`src/rtl/mem_ctrl_pkg.sv`:
```
// Shared types and constants for the memory access controller and its arbiter.
package mem_ctrl_pkg;

    typedef enum logic [2:0] {
        ST_IDLE,
        ST_LD_MAR,
        ST_LD_MDR,
        ST_ACCESS,
        ST_CAPTURE,
        ST_RESP
    } state_t;

    localparam logic PORT_IF = 1'b0;
    localparam logic PORT_D  = 1'b1;

    localparam int CNT_W = 4;

endpackage

```
`src/rtl/mem_req_arbiter.sv`:
```
// Two-port grant logic for the memory access controller.
// MEM_CTRL_RR_EN defined: round-robin with a last-grant pointer; undefined: data port beats fetch port.
module mem_req_arbiter
    import mem_ctrl_pkg::*;
(
`ifdef MEM_CTRL_RR_EN
    input  logic clk,
    input  logic clr,
    input  logic i_accept,
`endif
    input  logic i_if_req,
    input  logic i_d_req,
    output logic o_grant_valid,
    output logic o_grant_port
);

    assign o_grant_valid = i_if_req | i_d_req;

`ifdef MEM_CTRL_RR_EN
    logic r_last;

    // Reset value makes the data port win the first contested grant.
    always_ff @(posedge clk or posedge clr) begin
        if (clr) begin
            r_last <= PORT_IF;
        end else if (i_accept) begin
            r_last <= o_grant_port;
        end
    end

    always_comb begin
        if (i_if_req && i_d_req) begin
            o_grant_port = ~r_last;
        end else begin
            o_grant_port = i_d_req ? PORT_D : PORT_IF;
        end
    end
`else
    assign o_grant_port = i_d_req ? PORT_D : PORT_IF;
`endif

endmodule

```
`src/rtl/mem_access_ctrl.sv`:
```
// Sequences MAR/MDR/RAM strobes for fetch and data requests and returns read data with a done pulse.
// Optional MEM_CTRL_RR_EN selects round-robin arbitration instead of data-over-fetch priority.
//
// state      | meaning
// ST_IDLE    | no transaction; requests sampled, winner latched
// ST_LD_MAR  | address on bus, MAR loads
// ST_LD_MDR  | store only: write data on bus, MDR loads
// ST_ACCESS  | read or write held for WAIT_CYCLES cycles
// ST_CAPTURE | load only: MDR takes RAM data
// ST_RESP    | done pulse to the granted port
module mem_access_ctrl
    import mem_ctrl_pkg::*;
#(
    parameter int ADDR_W      = 9,
    parameter int DATA_W      = 32,
    parameter int WAIT_CYCLES = 1
) (
    input  logic              clk,
    input  logic              clr,
    input  logic              if_req,
    input  logic [31:0]       if_addr,
    output logic              if_done,
    output logic [DATA_W-1:0] if_rdata,
    input  logic              d_req,
    input  logic              d_we,
    input  logic [31:0]       d_addr,
    input  logic [DATA_W-1:0] d_wdata,
    output logic              d_done,
    output logic [DATA_W-1:0] d_rdata,
    output logic              busy,
    output logic              MAR_enable,
    output logic              MDR_enable,
    output logic              read,
    output logic              write,
    output logic [DATA_W-1:0] bus_out,
    input  logic [DATA_W-1:0] MDR_Data
);

    localparam logic [CNT_W-1:0] CNT_LOAD = CNT_W'(WAIT_CYCLES - 1);

    state_t            r_state, w_state_nxt;
    logic [CNT_W-1:0]  r_cnt, w_cnt_nxt;
    logic              r_port, r_we;
    logic [ADDR_W-1:0] r_addr;
    logic [DATA_W-1:0] r_wdata;

    logic              w_grant_valid, w_grant_port, w_accept;
    logic              w_txn_port, w_txn_we;
    logic [ADDR_W-1:0] w_txn_addr;
    logic [DATA_W-1:0] w_txn_wdata;

    logic              w_mar_nxt, w_mdr_nxt, w_rd_nxt, w_wr_nxt;
    logic              w_if_done_nxt, w_d_done_nxt, w_busy_nxt;
    logic [DATA_W-1:0] w_bus_nxt;

    logic              w_unused_addr;

    assign w_unused_addr = ^{if_addr[31:ADDR_W], d_addr[31:ADDR_W]};
    assign w_accept      = (r_state == ST_IDLE) && w_grant_valid;

    mem_req_arbiter u_arb (
`ifdef MEM_CTRL_RR_EN
        .clk           (clk),
        .clr           (clr),
        .i_accept      (w_accept),
`endif
        .i_if_req      (if_req),
        .i_d_req       (d_req),
        .o_grant_valid (w_grant_valid),
        .o_grant_port  (w_grant_port)
    );

    // Outputs are registered from the next state, so the entering transaction's
    // attributes must come straight from the winner while still in IDLE.
    always_comb begin
        if (r_state == ST_IDLE) begin
            w_txn_port  = w_grant_port;
            w_txn_we    = (w_grant_port == PORT_D) ? d_we : 1'b0;
            w_txn_addr  = (w_grant_port == PORT_D) ? d_addr[ADDR_W-1:0] : if_addr[ADDR_W-1:0];
            w_txn_wdata = d_wdata;
        end else begin
            w_txn_port  = r_port;
            w_txn_we    = r_we;
            w_txn_addr  = r_addr;
            w_txn_wdata = r_wdata;
        end
    end

    always_comb begin
        w_state_nxt = r_state;
        w_cnt_nxt   = r_cnt;
        case (r_state)
            ST_IDLE:    if (w_grant_valid) w_state_nxt = ST_LD_MAR;
            ST_LD_MAR:  w_state_nxt = r_we ? ST_LD_MDR : ST_ACCESS;
            ST_LD_MDR:  w_state_nxt = ST_ACCESS;
            ST_ACCESS: begin
                if (r_cnt == '0) begin
                    w_state_nxt = r_we ? ST_RESP : ST_CAPTURE;
                end else begin
                    w_cnt_nxt = r_cnt - CNT_W'(1);
                end
            end
            ST_CAPTURE: w_state_nxt = ST_RESP;
            ST_RESP:    w_state_nxt = ST_IDLE;
            default:    w_state_nxt = ST_IDLE;
        endcase
        if (w_state_nxt == ST_ACCESS && r_state != ST_ACCESS) begin
            w_cnt_nxt = CNT_LOAD;
        end

        w_mar_nxt     = 1'b0;
        w_mdr_nxt     = 1'b0;
        w_rd_nxt      = 1'b0;
        w_wr_nxt      = 1'b0;
        w_if_done_nxt = 1'b0;
        w_d_done_nxt  = 1'b0;
        w_bus_nxt     = '0;
        w_busy_nxt    = (w_state_nxt != ST_IDLE);
        case (w_state_nxt)
            ST_LD_MAR: begin
                w_mar_nxt = 1'b1;
                w_bus_nxt = DATA_W'(w_txn_addr);
            end
            ST_LD_MDR: begin
                w_mdr_nxt = 1'b1;
                w_bus_nxt = w_txn_wdata;
            end
            ST_ACCESS: begin
                if (w_txn_we) begin
                    w_wr_nxt  = 1'b1;
                    w_bus_nxt = w_txn_wdata;
                end else begin
                    w_rd_nxt = 1'b1;
                end
            end
            ST_CAPTURE: begin
                w_rd_nxt  = 1'b1;
                w_mdr_nxt = 1'b1;
            end
            ST_RESP: begin
                if (w_txn_port == PORT_D) w_d_done_nxt  = 1'b1;
                else                      w_if_done_nxt = 1'b1;
            end
            default: ;
        endcase
    end

    always_ff @(posedge clk or posedge clr) begin
        if (clr) begin
            r_state <= ST_IDLE;
            r_cnt   <= '0;
            r_port  <= PORT_IF;
            r_we    <= 1'b0;
            r_addr  <= '0;
            r_wdata <= '0;
        end else begin
            r_state <= w_state_nxt;
            r_cnt   <= w_cnt_nxt;
            if (w_accept) begin
                r_port  <= w_txn_port;
                r_we    <= w_txn_we;
                r_addr  <= w_txn_addr;
                r_wdata <= w_txn_wdata;
            end
        end
    end

    always_ff @(posedge clk or posedge clr) begin
        if (clr) begin
            MAR_enable <= 1'b0;
            MDR_enable <= 1'b0;
            read       <= 1'b0;
            write      <= 1'b0;
            bus_out    <= '0;
            if_done    <= 1'b0;
            d_done     <= 1'b0;
            busy       <= 1'b0;
        end else begin
            MAR_enable <= w_mar_nxt;
            MDR_enable <= w_mdr_nxt;
            read       <= w_rd_nxt;
            write      <= w_wr_nxt;
            bus_out    <= w_bus_nxt;
            if_done    <= w_if_done_nxt;
            d_done     <= w_d_done_nxt;
            busy       <= w_busy_nxt;
        end
    end

    // MDR_Data carries RAM data during CAPTURE, so rdata is valid alongside done.
    always_ff @(posedge clk or posedge clr) begin
        if (clr) begin
            if_rdata <= '0;
            d_rdata  <= '0;
        end else if (r_state == ST_CAPTURE && w_state_nxt == ST_RESP) begin
            if (r_port == PORT_D) d_rdata  <= MDR_Data;
            else                  if_rdata <= MDR_Data;
        end
    end

endmodule

```
`config.mk`:
```
export PLATFORM = sky130hd
export DESIGN_NAME = mem_access_ctrl
export DESIGN_NICKNAME = d
export VERILOG_FILES = /design/src/rtl/mem_ctrl_pkg.sv /design/src/rtl/mem_req_arbiter.sv /design/src/rtl/mem_access_ctrl.sv
export SDC_FILE = /design/constraint.sdc
export NUM_CORES = 1
export LEC_CHECK = 0
export BUFFER_PORTS_ARGS = -buffer_cell sky130_fd_sc_hd__buf_2
export CORE_MARGIN = 2
export CORE_UTILIZATION = 30
export CTS_CLUSTER_SIZE = 40
export DETAILED_ROUTE_END_ITERATION = 16
export GPL_ROUTABILITY_DRIVEN = 1
export PLACE_DENSITY = 0.62
export SLEW_MARGIN = 15
export SYNTH_ARGS = -nofsm -noshare
export SYNTH_HDL_FRONTEND = slang
export SYNTH_SLANG_ARGS = --single-unit
```
`constraint.sdc`:
```
create_clock -name clk -period 9.95 [get_ports clk]
set_input_delay 0.4975 -clock clk [delete_from_list [all_inputs] [get_ports clk]]
set_output_delay 0.4975 -clock clk [all_outputs]
set_load 0.005 [all_outputs]
```
# --- Word level (Yosys, flattened, before mapping) ---
# Index checks and enable logic that the tools add are counted.
# W data, S select, Z words.
classes:
  n_addsub: 1
  n_mul: 0
  div: 0
  order_cmp: 0
  eq_ne: 11
  shifts: 0
  n_mux: 27
  bitwise_logic: 2
  n_reduce_logical: 11
ops:
  columns: ["operator", "n"]
  rows:
  - ["$pmux W32 S3", 1]
  - ["$mux W32", 2]
  - ["$mux W9", 2]
  - ["$mux W1", 15]
  - ["$pmux W3 S5", 1]
  - ["$eq A3 B2 Y1 const B", 4]
  - ["$mux W4", 3]
  - ["$eq A3 B3 Y1 const B", 3]
  - ["$eq A3 B1 Y1 const B", 2]
  - ["$mux W3", 2]
  - ["$reduce_and A2 Y1", 3]
  - ["$logic_not A4 Y1", 1]
  - ["$sub A4 B1 Y4 const B", 1]
  - ["$logic_and A1 B1 Y1", 3]
  - ["$logic_not A3 Y1", 1]
  - ["$ne A3 B2 Y1 const B", 1]
  - ["$reduce_bool A3 Y1", 1]
  - ["$ne A2 B1 Y1 const B", 1]
  - ["$pmux W1 S2", 1]
  - ["$reduce_bool A2 Y1", 1]
  - ["$reduce_or A2 Y1", 1]
  - ["$not A1 Y1", 1]
  - ["$or A1 B1 Y1", 1]
word_totals:
  reg_bits: 153
  latchBits: 0
  mem_bits_rw: 0
  romBits: 0
  input_bits: 133
  output_inout_bits: 103
  elab_cells: 68
  n_memories: 0

# --- Logic depth before layout (Yosys ltp) ---
depth:
  ltp_word: 7
  ltp_mapped: 7
  mapped_depth_nobuf: 6

# --- Hierarchy ---
# From an unflattened synthesis, not the netlist that was laid out.
unflattened:
  hier_cells: 373
  hier_area_um2: 5636.7
by_module_without_submodules:
  columns: ["module", "n_inst", "cells_per_inst", "area_per_inst_um2", "seq_area_each_um2"]
  rows:
  - ["mem_access_ctrl", 1, 371, 5622.9, 3603.5]
  - ["mem_req_arbiter", 1, 2, 13.8, 0.0]

# --- Least setup slack after synthesis ---
# OpenSTA, ideal clock, no wires.
synth_path:
  path_type: "flip-flop to flip-flop"
  from: "reg r_state[1]"
  to: "reg d_rdata[19]"
  t_arrival_ps: 1424
  required_ps: 9825
  slack_ps: 8401
  path_stages_with_launch: 7
  path_buffers: 2
  cell_sequence: "dfrtp_1 -> buf_4 -> nor2_4 -> nand2_2 -> nor2_4 -> buf_6 -> mux2_2"
synth_via:
  elab_chain_cells: 5
synth_rtl:
  columns: ["element", "line_no", "rtl"]
  rows:
  - ["from (decl)", "mem_access_ctrl.sv:41", "state_t r_state, w_state_nxt;"]
  - ["from (signal assigned)", "mem_access_ctrl.sv:157", "r_state <= w_state_nxt;"]
  - ["$eq A3 B3 Y1, or another cell as far along", "mem_access_ctrl.sv:92, mem_access_ctrl.sv:195", null]
  - ["$pmux W3 S5", "mem_access_ctrl.sv:92", "case (r_state)"]
  - ["$eq A3 B3 Y1", "mem_access_ctrl.sv:195", "end else if (r_state == ST_CAPTURE && w_state_nxt == ST_RESP) begin"]
  - ["$logic_and A1 B1 Y1 (*)", "mem_access_ctrl.sv:195", null]
  - ["$reduce_and A2 Y1 (no line) (*)", null, null]
  - ["to (signal assigned)", "mem_access_ctrl.sv:196", "if (r_port == PORT_D) d_rdata <= MDR_Data;"]
  - ["to (decl)", "mem_access_ctrl.sv:29", "output logic [DATA_W-1:0] d_rdata,"]
# Mark *: on every way between the ends. The rest lies on a longest branch, timed or not.
# A chain may end at the register's enable or synchronous reset.

# --- Final worst setup path ---
layout_path:
  from: "reg r_state[1]"
  to: "reg if_rdata[15]"
layout_via:
  elab_chain_cells: 5
layout_rtl:
  columns: ["element", "line_no", "rtl"]
  rows:
  - ["$eq A3 B3 Y1, or another cell as far along", "mem_access_ctrl.sv:92, mem_access_ctrl.sv:195", null]
  - ["$pmux W3 S5", "mem_access_ctrl.sv:92", null]
  - ["$eq A3 B3 Y1", "mem_access_ctrl.sv:195", null]
  - ["$logic_and A1 B1 Y1 (*)", "mem_access_ctrl.sv:195", null]
  - ["$reduce_and A2 Y1 (no line) (*)", null, null]
  - ["to (signal assigned)", "mem_access_ctrl.sv:197", "else if_rdata <= MDR_Data;"]
  - ["to (decl)", "mem_access_ctrl.sv:23", "output logic [DATA_W-1:0] if_rdata,"]
# Marked as above.

==> impl_metrics.csv <==
group,metric,value,unit
status,outcome,"completed",
synth,synth.area.top_cells,"sky130_fd_sc_hd__dfrtp_1 (64%), sky130_fd_sc_hd__mux2_2 (12%), sky130_fd_sc_hd__nand2_1 (6.7%)",
sta,fmax,445.9,MHz
synth,mux_share_of_post_synthesis_cell_area,16.30,%
power,power.internal,1.566,mW
final_layout,flow.area_growth_from_synthesis,30.81,%
detailed_routing,vias,3915,
detailed_routing,route.top_layer_used,"met4",
critical_path,worst_path_dominant_cell_family,"simple AND/OR/NAND/NOR gates",
clock_tree,cts_root_buffer,"sky130_fd_sc_hd__clkbuf_16",
final_layout,seqCellArea,3603,µm²
floorplan,die_height,140.5,µm
critical_path,critical-path-max-stage-delay,0.76,ns
synth,ffs_w_async_s_r_synth,100.0,%
floorplan,rows,49,
placed_design,dpl.hpwl,8.828,mm
floorplan,fp.dieW,140.5,µm
final_layout,multi_input_comb_area,1802,µm²
detailed_routing,wire_per_inst,14.97,µm
power,p_per_area,315.1,nW/µm²
critical_path,cp_data_arrival_time,2.53,ns
critical_path,timing.critical_path.fanout_max,32,
sta,finClkSkew,0.009147,ns
synth,yosys.cell_types.count,37,
hold_path,min-delay-path-class,"in2async",
clock_tree,cts_buffer_depth,2,
synth,largest_family_of_logic_cells_by_synthesized_area,"multiplexers",
synth,synth-xor-area-share,0.3135,%
final_layout,mostFrequentLayoutCell,"sky130_fd_sc_hd__buf_2",
floorplan,initial_utilization,30.79,%
sta,tightest_slew,0.9756,ns
global_routing,globalRouteTotalUtil,13.64,%
clock_tree,tritoncts,"yes",
global_routing,grt_pass1_vias,4153,
sta,maxSlewViolCount,0,
power,combinationalPowerShare,30.3,%
global_routing,antenna_found_initial,0,
detailed_routing,via_per_inst,4.547,
sta,rsz0062_at_grt,"false",
power,power_frac_seq,42.0,%
clock_tree,clk_transition_reported_paths,0.06,ns
synth,register_bit_total_from_synthesis,144,
critical_path,path_class,"reg2reg",
synth,netlist.area_leader.share,64.49,%
synth,synth_top_area_cell,"sky130_fd_sc_hd__dfrtp_1",
power,total_power,2.303,mW
clock_tree,cts_setup_buffers,0,
floorplan,fp.coreArea,18150,µm²
power,power.switching_fraction,32.03,%
synth,synth_cells,431,
synth,synth_ff_type,"sky130_fd_sc_hd__dfrtp_1",
synth,synth_warnings,0,
detailed_routing,route.detailed.drc,0,
critical_path,cp_cell_sequence,"nor2_4 > nand2_2 > nor2_4 > mux2_2",
power,worst_vdd_ir,0.1125,mV
placed_design,port-buffer-count,189,
global_routing,globalRouteOverflowTotal,0,
floorplan,boundaryPins,236,
final_layout,filler_cell_count,1737,
detailed_routing,met1_length,5.716,mm
critical_path,setup.worst_path.start_class,"register",
sta,final-setup-viol-count,0,
critical_path,worst_setup_path_end_kind,"register",
synth,synth_simple_gate_area_share,12.20,%
sta,post-route-min-period,2.243,ns
final_layout,mostFrequentLayoutCells,"sky130_fd_sc_hd__buf_2 (189), sky130_fd_sc_hd__dfrtp_1 (144), sky130_fd_sc_hd__nand2_1 (99)",
global_routing,wire_length_of_the_first_global_routing_pass,21.18,mm
sta,post-route-period-util,22.54,%
final_layout,share_of_post_route_cells_with_drive_strength_above_1,46.68,%
synth,syn-num-nets,565,
global_routing,grt_start_max_net_pins,86,
sta,final.setup.tns,0,ns
sta,timing.slew.headroom,34.80,%
detailed_routing,routed-wl-met3,840,µm
critical_path,critical_path.n_buffers_inverters,0,
clock_tree,clock-sinks,144,
detailed_routing,detailroute.wirelength.met2,6.200,mm
synth,synthAdderAreaFrac,0.2239,%
floorplan,floorplan.die_area,19730,µm²
final_layout,nNetsFinal,753,
synth,synth_sequential_area_ratio,64.49,%
run,maxCapViolCount,0,
detailed_routing,totalWireLength,12.89,mm
sta,finalHoldViolCount,0,
synth,synth-edff-count,0,
clock_tree,insertion_delay,0.42,ns
synth,synth_compound_gate_area_share,3.068,%
detailed_routing,detailedRoute.firstIterationViolations,137,
critical_path,timing.critical_path.mode_cell,"sky130_fd_sc_hd__nor2_4",
placed_design,final_estimated_routing_congestion_in_global_placement,0.7008,
detailed_routing,ant_nets,0,
clock_tree,max_h_tree_level,4,
critical_path,cp_slowest_cell,"sky130_fd_sc_hd__nor2_4",
synth,syn_area_per_cell,12.96,µm²
power,power.static_leakage,3.887,nW
synth,syn_area,5588,µm²
power,power.net_switching,0.7378,mW
clock_tree,cts_made_buffers,17,
final_layout,antennaDiodeCount,0,
clock_tree,post_cts_resize_count,0,
power,p_clk_share,27.7,%
clock_tree,quantity_of_hold_fixing_buffers_added_after_cts,0,
critical_path,worstPathRequired,10.24,ns
detailed_routing,drt_pass_1_iters,5,
[layout make-up]
| class | instances | share of cell area (%) |
|---|---|---|
| Clock inverter | 13 | 2.071 |
| Tap cell | 229 | 3.920 |
| Multi-Input combinational cell | 255 | 24.65 |
| Timing Repair Buffer | 193 | 13.52 |
| Sequential cell | 144 | 49.30 |
| Clock buffer | 19 | 6.060 |
| Inverter | 8 | 0.4793 |
[final timing paths]
path | from | to | slack [ns] | cells past startpoint
worst max-delay path | r_state[1]$_DFF_PP0_ | if_rdata[15]$_DFFE_PP0P_ | 7.71 | 4
worst min-delay path | clr | bus_out[10]$_DFF_PP0_ | 0.22 | 2
worst max register to register | r_state[1]$_DFF_PP0_ | if_rdata[15]$_DFFE_PP0P_ | 7.71 | 4
worst min register to register | r_wdata[16]$_DFFE_PP0P_ | r_wdata[16]$_DFFE_PP0P_ | 0.47 | 2
max in group asynchronous | clr | d_rdata[26]$_DFFE_PP0P_ | 8.45 | 3
min in group clk | d_wdata[31] | r_wdata[31]$_DFFE_PP0P_ | 0.27 | 3
[power groups by stage]
stage,clock network [mW],logic (mW),registers [mW]
after floorplan,0,0.425,0.961
after global placement,0,0.688,0.965
after detailed placement,0,0.705,0.979
after CTS,0.658,0.706,0.971
after global routing,0.685,0.783,1.00
final,0.638,0.697,0.968
[layer usage]
layer	vias up	global-route usage (%)
met5	-	0
met4	0	4.474
met3	9	4.752
met2	146	22.47
met1	1925	16.84
li1	1835	-
[registers in the layout, indices dropped and copies added, names as in the netlist]
name        count
bus_out        32
d_rdata        32
if_rdata       32
r_wdata        32
r_cnt           4
r_state         3
MAR_enable      1
MDR_enable      1
busy            1
d_done          1
if_done         1
r_port          1
r_we            1
read            1
write           1
[per-stage QoR]
stage	cell area (µm²)	util [%]	setup slack, ns	cells	hold WS [ns]
6_report	7310	40.28	7.707	861	0.2168
5_1_grt	7310	40.28	7.578	861	0.2598
2_1_floorplan	5588	-	5.586	431	0.4374
3_3_place_gp	6695	36.89	7.202	828	0.4493
3_5_place_dp	6695	36.89	7.176	828	0.4576
4_1_cts	7289	40.17	7.599	860	0.2453
[worst reg2reg max path: cells and delay by family (launching register included)]
family | cells | cell delay, ns
flops | 1 | 0.52
simple gates | 3 | 1.15
mux | 1 | 0.45
[cell usage after synthesis (3+ instances only)]
cell	count
sky130_fd_sc_hd__mux2i_1	19
sky130_fd_sc_hd__mux2_1	4
sky130_fd_sc_hd__mux2_2	60
sky130_fd_sc_hd__nor2_1	3
sky130_fd_sc_hd__nor2_4	3
sky130_fd_sc_hd__nand2_1	99
sky130_fd_sc_hd__o21ai_0	6
sky130_fd_sc_hd__inv_1	7
sky130_fd_sc_hd__buf_2	5
sky130_fd_sc_hd__buf_6	8
sky130_fd_sc_hd__o22ai_1	10
sky130_fd_sc_hd__and3_1	26
sky130_fd_sc_hd__clkbuf_1	9
sky130_fd_sc_hd__dfrtp_1	144
[logic make-up (layout without fill, tap and decap cells)]
group	count (synthesis)	count (layout)
XOR/XNOR	2	2
AO/OA/AOI/OAI	25	25
flip-flops	144	144
adder cells (fa/ha/maj)	1	1
multiplexers	83	83
AND/OR/NAND/NOR	144	144
buffers and inverters	32	233
Power figures use the tool's default switching activity.
